### config.mk
export PLATFORM = sky130hd
export DESIGN_NAME = led_pulse_stretcher
export DESIGN_NICKNAME = d
export VERILOG_FILES = /design/src/rtl/led_pkg.sv /design/src/rtl/sat_event_counter.sv /design/src/rtl/led_pulse_stretcher.sv
export SDC_FILE = /design/constraint.sdc
export NUM_CORES = 1
export LEC_CHECK = 0
export ABC_AREA = 0
export BUFFER_PORTS_ARGS = -buffer_cell sky130_fd_sc_hd__buf_2
export CORE_ASPECT_RATIO = 1.25
export CORE_MARGIN = 4
export CORE_UTILIZATION = 50
export CTS_BUF_LIST = sky130_fd_sc_hd__clkbuf_16
export DETAILED_ROUTE_END_ITERATION = 10
export PLACE_DENSITY = 0.68
export SETUP_SLACK_MARGIN = 0.1
export SLEW_MARGIN = 20
export SYNTH_ARGS = -nofsm -noshare
export SYNTH_HDL_FRONTEND = slang
export SYNTH_SLANG_ARGS = --single-unit
### constraint.sdc
create_clock -name i_clk -period 6 [get_ports i_clk]
set_input_delay 0.6 -clock i_clk [delete_from_list [all_inputs] [get_ports i_clk]]
set_output_delay 0.6 -clock i_clk [all_outputs]
set_load 0.005 [all_outputs]
### src/rtl/led_pkg.sv
// Shared types and default timing for the LED pulse stretcher.
// LED_ACTIVE_LOW_EN selects an active-low LED pin; see led_level().
package led_pkg;

  typedef enum logic [1:0] {
    IDLE = 2'd0,
    ON   = 2'd1,
    GAP  = 2'd2
  } led_state_t;

  localparam int unsigned DEF_CLK_HZ     = 27_000_000;
  localparam int unsigned FLASH_DIV      = 10;
  localparam int unsigned DEF_ON_CYCLES  = DEF_CLK_HZ / FLASH_DIV;
  localparam int unsigned DEF_OFF_CYCLES = DEF_CLK_HZ / FLASH_DIV;
  localparam int          DEF_CNT_W      = 22;
  localparam int          DEF_PEND_W     = 4;

  // Maps the logical "lit" flag onto the pin level seen by the board.
  function automatic logic led_level(input logic lit);
`ifdef LED_ACTIVE_LOW_EN
    return ~lit;
`else
    return lit;
`endif
  endfunction

endpackage

### src/rtl/sat_event_counter.sv
// Saturating up/down event counter with a sticky overflow flag.
// A simultaneous inc and dec leaves the count unchanged.
module sat_event_counter #(
  parameter int W = 4
) (
  input  logic         clk,
  input  logic         rst,
  input  logic         inc,
  input  logic         dec,
  output logic [W-1:0] count,
  output logic         overflow
);

  localparam logic [W-1:0] MAX  = {W{1'b1}};
  localparam logic [W-1:0] ZERO = {W{1'b0}};
  localparam logic [W-1:0] ONE  = W'(1);

  // Count update; an increment at MAX is dropped and latched as overflow.
  always_ff @(posedge clk) begin
    if (rst) begin
      count    <= ZERO;
      overflow <= 1'b0;
    end else if (inc && !dec) begin
      if (count == MAX) begin
        overflow <= 1'b1;
      end else begin
        count <= count + ONE;
      end
    end else if (dec && !inc && (count != ZERO)) begin
      count <= count - ONE;
    end else begin
      count <= count;
    end
  end

endmodule

### src/rtl/led_pulse_stretcher.sv
// Turns single-cycle events into visible LED flashes, queuing events that
// arrive mid-flash. Pin polarity follows LED_ACTIVE_LOW_EN (see led_pkg).
module led_pulse_stretcher
  import led_pkg::*;
#(
  parameter int unsigned CLK_HZ     = DEF_CLK_HZ,
  parameter int unsigned ON_CYCLES  = (CLK_HZ == DEF_CLK_HZ) ? DEF_ON_CYCLES  : CLK_HZ / FLASH_DIV,
  parameter int unsigned OFF_CYCLES = (CLK_HZ == DEF_CLK_HZ) ? DEF_OFF_CYCLES : CLK_HZ / FLASH_DIV,
  parameter int          CNT_W      = DEF_CNT_W,
  parameter int          PEND_W     = DEF_PEND_W
) (
  input  logic              i_clk,
  input  logic              i_rst,
  input  logic              i_event,
  output logic              o_led,
  output logic              o_busy,
  output logic [PEND_W-1:0] o_pending,
  output logic              o_overflow
);

  localparam logic [CNT_W-1:0] ON_LAST  = CNT_W'(ON_CYCLES - 1);
  localparam logic [CNT_W-1:0] OFF_LAST = CNT_W'(OFF_CYCLES - 1);
  localparam logic [CNT_W-1:0] T_ZERO   = {CNT_W{1'b0}};
  localparam logic [CNT_W-1:0] T_ONE    = CNT_W'(1);

  led_state_t       state;
  logic [CNT_W-1:0] timer;
  logic             have_queued;
  logic             start;
  logic             deq;
  logic             enq;

  // A flash may start from IDLE or on the final GAP cycle; the queue is
  // drained before a fresh event, and a fresh event not consumed is queued.
  always_comb begin
    have_queued = (o_pending != {PEND_W{1'b0}});
    start       = (i_event | have_queued) &
                  ((state == IDLE) | ((state == GAP) & (timer == OFF_LAST)));
    deq         = start & have_queued;
    enq         = i_event & ~(start & ~have_queued);
  end

  sat_event_counter #(
    .W (PEND_W)
  ) u_pending (
    .clk      (i_clk),
    .rst      (i_rst),
    .inc      (enq),
    .dec      (deq),
    .count    (o_pending),
    .overflow (o_overflow)
  );

  // Flash sequencer with registered LED and busy outputs.
  always_ff @(posedge i_clk) begin
    if (i_rst) begin
      state  <= IDLE;
      timer  <= T_ZERO;
      o_led  <= led_level(1'b0);
      o_busy <= 1'b0;
    end else begin
      case (state)
        IDLE: begin
          if (start) begin
            state  <= ON;
            timer  <= T_ZERO;
            o_led  <= led_level(1'b1);
            o_busy <= 1'b1;
          end else begin
            state  <= IDLE;
            timer  <= T_ZERO;
            o_led  <= led_level(1'b0);
            o_busy <= 1'b0;
          end
        end
        ON: begin
          if (timer == ON_LAST) begin
            state <= GAP;
            timer <= T_ZERO;
            o_led <= led_level(1'b0);
          end else begin
            timer <= timer + T_ONE;
            o_led <= led_level(1'b1);
          end
          o_busy <= 1'b1;
        end
        GAP: begin
          if (timer != OFF_LAST) begin
            timer  <= timer + T_ONE;
            o_led  <= led_level(1'b0);
            o_busy <= 1'b1;
          end else if (start) begin
            state  <= ON;
            timer  <= T_ZERO;
            o_led  <= led_level(1'b1);
            o_busy <= 1'b1;
          end else begin
            state  <= IDLE;
            timer  <= T_ZERO;
            o_led  <= led_level(1'b0);
            o_busy <= 1'b0;
          end
        end
        default: begin
          state  <= IDLE;
          timer  <= T_ZERO;
          o_led  <= led_level(1'b0);
          o_busy <= 1'b0;
        end
      endcase
    end
  end

endmodule

== Yosys cells after proc, flatten, opt, wreduce, memory -nomap -nowiden ==
Cells that the tools add are included.
Operators by class
  $add $sub $neg: 3
  multipliers: 0
  div/mod/pow operators: 0
  $lt $le $gt $ge: 0
  equal/unequal tests: 8
  shift operators: 0
  muxes and demuxes: 16
  bitwise logic cells: 9
  reduce and logical (&&, ||, !) cells: 11
Operators by type and width (number)
  $mux W22: 2
  $pmux W22 S2: 1
  $add A22 B1 Y22 const B: 1
  $eq A22 B22 Y1 const B: 1
  $ne A22 B22 Y1 const B: 1
  $mux W4: 3
  $ne A2 B2 Y1 const B: 3
  $pmux W1 S3: 2
  $pmux W2 S3: 1
  $reduce_and A2 Y1: 3
  $and A1 B1 Y1: 5
  $mux W1: 5
  $add A4 B1 Y4 const B: 1
  $eq A4 B4 Y1 const B: 1
  $mux W2: 2
  $reduce_bool A4 Y1: 1
  $sub A4 B1 Y4 const B: 1
  $logic_and A1 B1 Y1: 3
  $eq A2 B1 Y1 const B: 1
  $eq A2 B2 Y1 const B: 1
  $logic_not A1 Y1: 2
  $logic_not A2 Y1: 1
  $not A1 Y1: 2
  $or A1 B1 Y1: 2
  $reduce_bool A2 Y1: 1
Storage, ports and cells
  register bits: 31
  latch bits: 0
  RAM bits: 0
  bits in read-only memories: 0
  logic and storage cells: 53
  memories kept: 0

== Depth between registers and ports, before layout ==
  word-level depth: 12
  depth in mapped cells: 11
  mapped depth without buffers: 11

== By module ==
From an unflattened synthesis, not the netlist that was laid out.
Unflattened totals
  cell total of the unflattened synthesis: 167
  area total of the unflattened synthesis: 1569.0 um^2
Modules (own cells, without submodules)
  led_pulse_stretcher: times used 1, cells each 136, area each 1268.7 um^2, seq. area each 520.5 um^2
  sat_event_counter: times used 1, cells each 31, area each 300.3 um^2, seq. area each 100.1 um^2

== Least setup slack after synthesis ==
Ideal clock, no wire load.
  path type: register to register
  start: reg timer[8]
  end: reg u_pending.count[3]
  library setup time: 58 ps
  data arrival time: 2541 ps
  required time: 5942 ps
  setup slack: 3401 ps
  cell stages (with the launch flop): 11
  buffers on the path: 0
  path through: dfxtp_1 -> or4b_4 -> nor4_4 -> a31oi_4 -> nand2_1 -> ha_1 -> a21o_1 -> a21o_1 -> nor4b_1 -> o21bai_1 -> nand2_1
Between the ends
  word-level cells in the longest chain between the ends: 12
  elaborated cells between the ends (all ways): 17
  those cells by class: eq/ne: 2; mux: 1; bitwise: 7; reduce/logical: 7
RTL lines
  start, declared: line led_pulse_stretcher.sv:27  | logic [CNT_W-1:0] timer;
  start signal, assigned: line led_pulse_stretcher.sv:82  | timer <= timer + T_ONE;
  start signal, assigned: line led_pulse_stretcher.sv:89  | timer <= timer + T_ONE;
  $eq A22 B22 Y1 *: line led_pulse_stretcher.sv:38  | ((state == IDLE) | ((state == GAP) & (timer == OFF_LAST)));
  $and A1 B1 Y1 *: line led_pulse_stretcher.sv:38
  $or A1 B1 Y1 *: line led_pulse_stretcher.sv:38
  $and A1 B1 Y1 *: line led_pulse_stretcher.sv:37  | start = (i_event | have_queued) &
  $and A1 B1 Y1: line led_pulse_stretcher.sv:40  | enq = i_event & ~(start & ~have_queued);
  $not A1 Y1: line led_pulse_stretcher.sv:40
  $and A1 B1 Y1: line led_pulse_stretcher.sv:40
  $logic_not A1 Y1: line sat_event_counter.sv:29  | end else if (dec && !inc && (count != ZERO)) begin
  $logic_and A1 B1 Y1 (2 in a row): line sat_event_counter.sv:29
  $reduce_bool A2 Y1 (no source line)
  $reduce_and A2 Y1 (no source line)
  end signal, assigned: line sat_event_counter.sv:27  | count <= count + ONE;
  end signal, assigned: line sat_event_counter.sv:30  | count <= count - ONE;
  end signal, assigned: line sat_event_counter.sv:32  | count <= count;
  end, declared: line sat_event_counter.sv:10  | output logic [W-1:0] count,
Every way passes the cells marked *; elsewhere a longest branch is shown, timed or not.
A chain may end at the register's enable or synchronous reset.

== Final worst setup path ==
  start: reg timer[5]
  end: reg u_pending.count[3]
The elaborated chain is that of the path after synthesis.

==> run metrics <==
run status=finished clean; GPL Wtd Cong=around 0.84; final critical path time including I/O delays and setup=2790 ps; count of buffers inserted at the top-level ports=9; overall track demand over capacity in global routing=0.166; synthesized instance count=approximately 180; total number of vias=about 1200; final-report setup violation count=0; row count=22; total power of the final layout=about 0.00063 W; GRT Residual Overflow=0; post-route clock skew=about 1.8 ps; top flip-flop cell by instance count after synthesis=dfxtp_1; endpoint arrival time on the critical path=3000 ps; detailed placer's ending HPWL=about 2200 µm; ys async rst share=0; count of cells resized by post-cts repair=0; Finished Layout Cells=230; worst reg2reg setup slack=approximately 3200 ps; slew at the pin with the worst max-slew slack=between 800 and 900 ps; Iter 0 DRT Violations=60; number of synthesized flops with an enable pin=0; Fmax=359 MHz; net count reported at finish=just over 200; max-cap violation count=0; initial core utilization=0.535; number of detailed-route iterations in the first pass=4; setup total negative slack=0 ps; clock latency on the worst-skew pair=~270 ps; post-synth design cell area=around 1600 µm²; Num Clock Sinks=31; post-layout utilization of the core=0.600; peak supply drop=0.236 mV; Critical Setup Path Class=reg2reg; maximum number of pins on one net before global-route repair=23; count of unique library cells instantiated by Yosys=38; Post-DRT Antenna Nets=0; Required @ worst endpoint=approximately 6200 ps; chip height=a little over 70 µm; cell at the root of the clock tree=clkbuf_16; setup repair after global routing missed its margin=false; most frequent cell after synthesis=nor2_1; # diodes=0; number of synthesized register bits=31; Synth top area share=0.383; number of nets in the synthesized netlist=roughly 190; Synth warnings=0; Slew HR=0.445; placed instance count=224; Yosys top cell by area=dfxtp_1; leakage power of the design=approximately 0.68 nW; number of primary I/O pins=10; top fanout value on the critical path=7; final hold vios=0; share of synthesized area occupied by flip-flops and latches=0.383; final wirelength=3000 µm; Core Area=3030 µm²; classification of the worst-slack hold path=reg2reg; global-route wire length before repair=around 5300 µm; clock slew seen by the registers of the worst setup and hold paths=around 50 ps; top post-synthesis cells by area=dfxtp_1 38%, nor2_1 7.9%, ha_1 6.2%; Worst R2R Start=timer[5]; via/cell ratio=between 5 and 6; H-tree depth=2; routed wirelength normalized by instance count=between 10 and 15 µm; number of antenna violations at the first check in global routing=0; end of the critical path=u_pending.count[3]; number of buffers created by CTS=5; post-CTS setup buffer count=0; post-synthesis average cell area=8.90 µm²; Worst setup EP type=flop; worst reg2reg path depth=10; area of the die=roughly 4200 µm²; x dimension of the die=~60 µm; deepest clock path buffer count=2; area added between synthesis and finish=12.2%; Crit. Startpoint=timer[5]; post-route worst hold slack=between 400 and 500 ps; leading post-synthesis cells by instance count=34 x nor2_1, 31 x dfxtp_1, 17 x nand2_1, 11 x xnor2_1, 10 x xor2_1; cts-stage hold buffer count=0; nature of the critical path startpoint=flop; P per Cell Area=about 350 nW/µm²; Worst R2R End=u_pending.count[3]; detailed-route DRC error count=0; clock tree from TritonCTS=done; vias in the first global route=about 1200; Final Cycle Share=0.464; Slew Viols, Final=0; layout cell share with drive strength beyond 1=0.113
## registers in the layout, indices dropped and copies added (netlist names)
register,flops
o_busy,1
u_pending.overflow,1
u_pending.count,4
state,2
o_led,1
timer,22
## layer usage
metal	vias up	global-route usage	wire length, µm
met4	0	0.0856	68
li1	654	-	-
met2	20	0.269	1470
met3	6	0.0595	131
met5	-	0	0
met1	568	0.189	1330
## area by class of cell
type	count	area, µm²
Fill cell	274	1210
Multi-Input combinational cell	141	952
Sequential cell	31	621
Clock buffer	5	125
Timing Repair Buffer	9	45.0
Tap cell	36	45.0
Inverter	7	26.3
Clock inverter	1	3.75
## report_power, final
part | switching, W | total (W) | internal [W]
Clock | 0.0000765 | 0.000223 | 0.000146
Sequential | 0.0000194 | 0.000244 | 0.000225
Combinational | 0.0000851 | 0.000161 | 0.0000757
## kinds of logic (layout without fill, tap and decap cells)
kind of cell               Yosys count  in the layout  synth area share
and+or+nand+nor                     91             91             0.293
DFF                                 31             31             0.383
xor gates and xnor gates            21             21             0.114
AOI/OAI and AO/OA                   15             15            0.0703
buffers and inverters               10             22            0.0293
adders and majority gates            9              9            0.0741
muxes                                5              5            0.0363
## worst min path at each step
stage / startpoint / to / depth (start not counted)
floorplan: timer[0] / timer[0] / 1
CTS: timer[0] / timer[0] / 1
global placement: timer[0] / timer[0] / 1
global route: timer[0] / timer[0] / 1
detailed placement: timer[0] / timer[0] / 1
finish: timer[0] / timer[0] / 1
## metrics by stage
| stage | setup slack (ps) | area [µm²] |
|---|---|---|
| final | 3210 | 1820 |
| after global routing | 3050 | 1820 |
| after CTS | 3210 | 1820 |
| after detailed placement | 3230 | 1690 |
| after global placement | 3320 | 1690 |
| after floorplan | 3400 | 1620 |
## critical path, cell delays in order, from the launching register on
cell and delay (ps):
dfxtp_1 380, or4bb_4 570, nor4_4 390, a31oi_4 180, nand2_1 170, ha_1 250, a21o_1 190, a21o_1 180
nor4b_1 270, o21bai_1 90, nand2_1 60
## cells in the final DEF, fill, tap and decap left out, types with 2 or more instances in the layout
cell       count
a21oi_1        5
mux2i_1        3
dfxtp_1       31
nor2_1        34
nor2b_1        2
a21o_1         2
nor3_1         4
buf_2          9
xnor2_1       11
nand3_1        8
nand4_1        8
inv_1          8
clkbuf_16      5
xor2_1        10
nor4b_1        2
nor4_1         4
and3_1         3
ha_1           8
or4b_4         2
nand2_1       17
No activity file was read; power rests on OpenSTA's default activity.
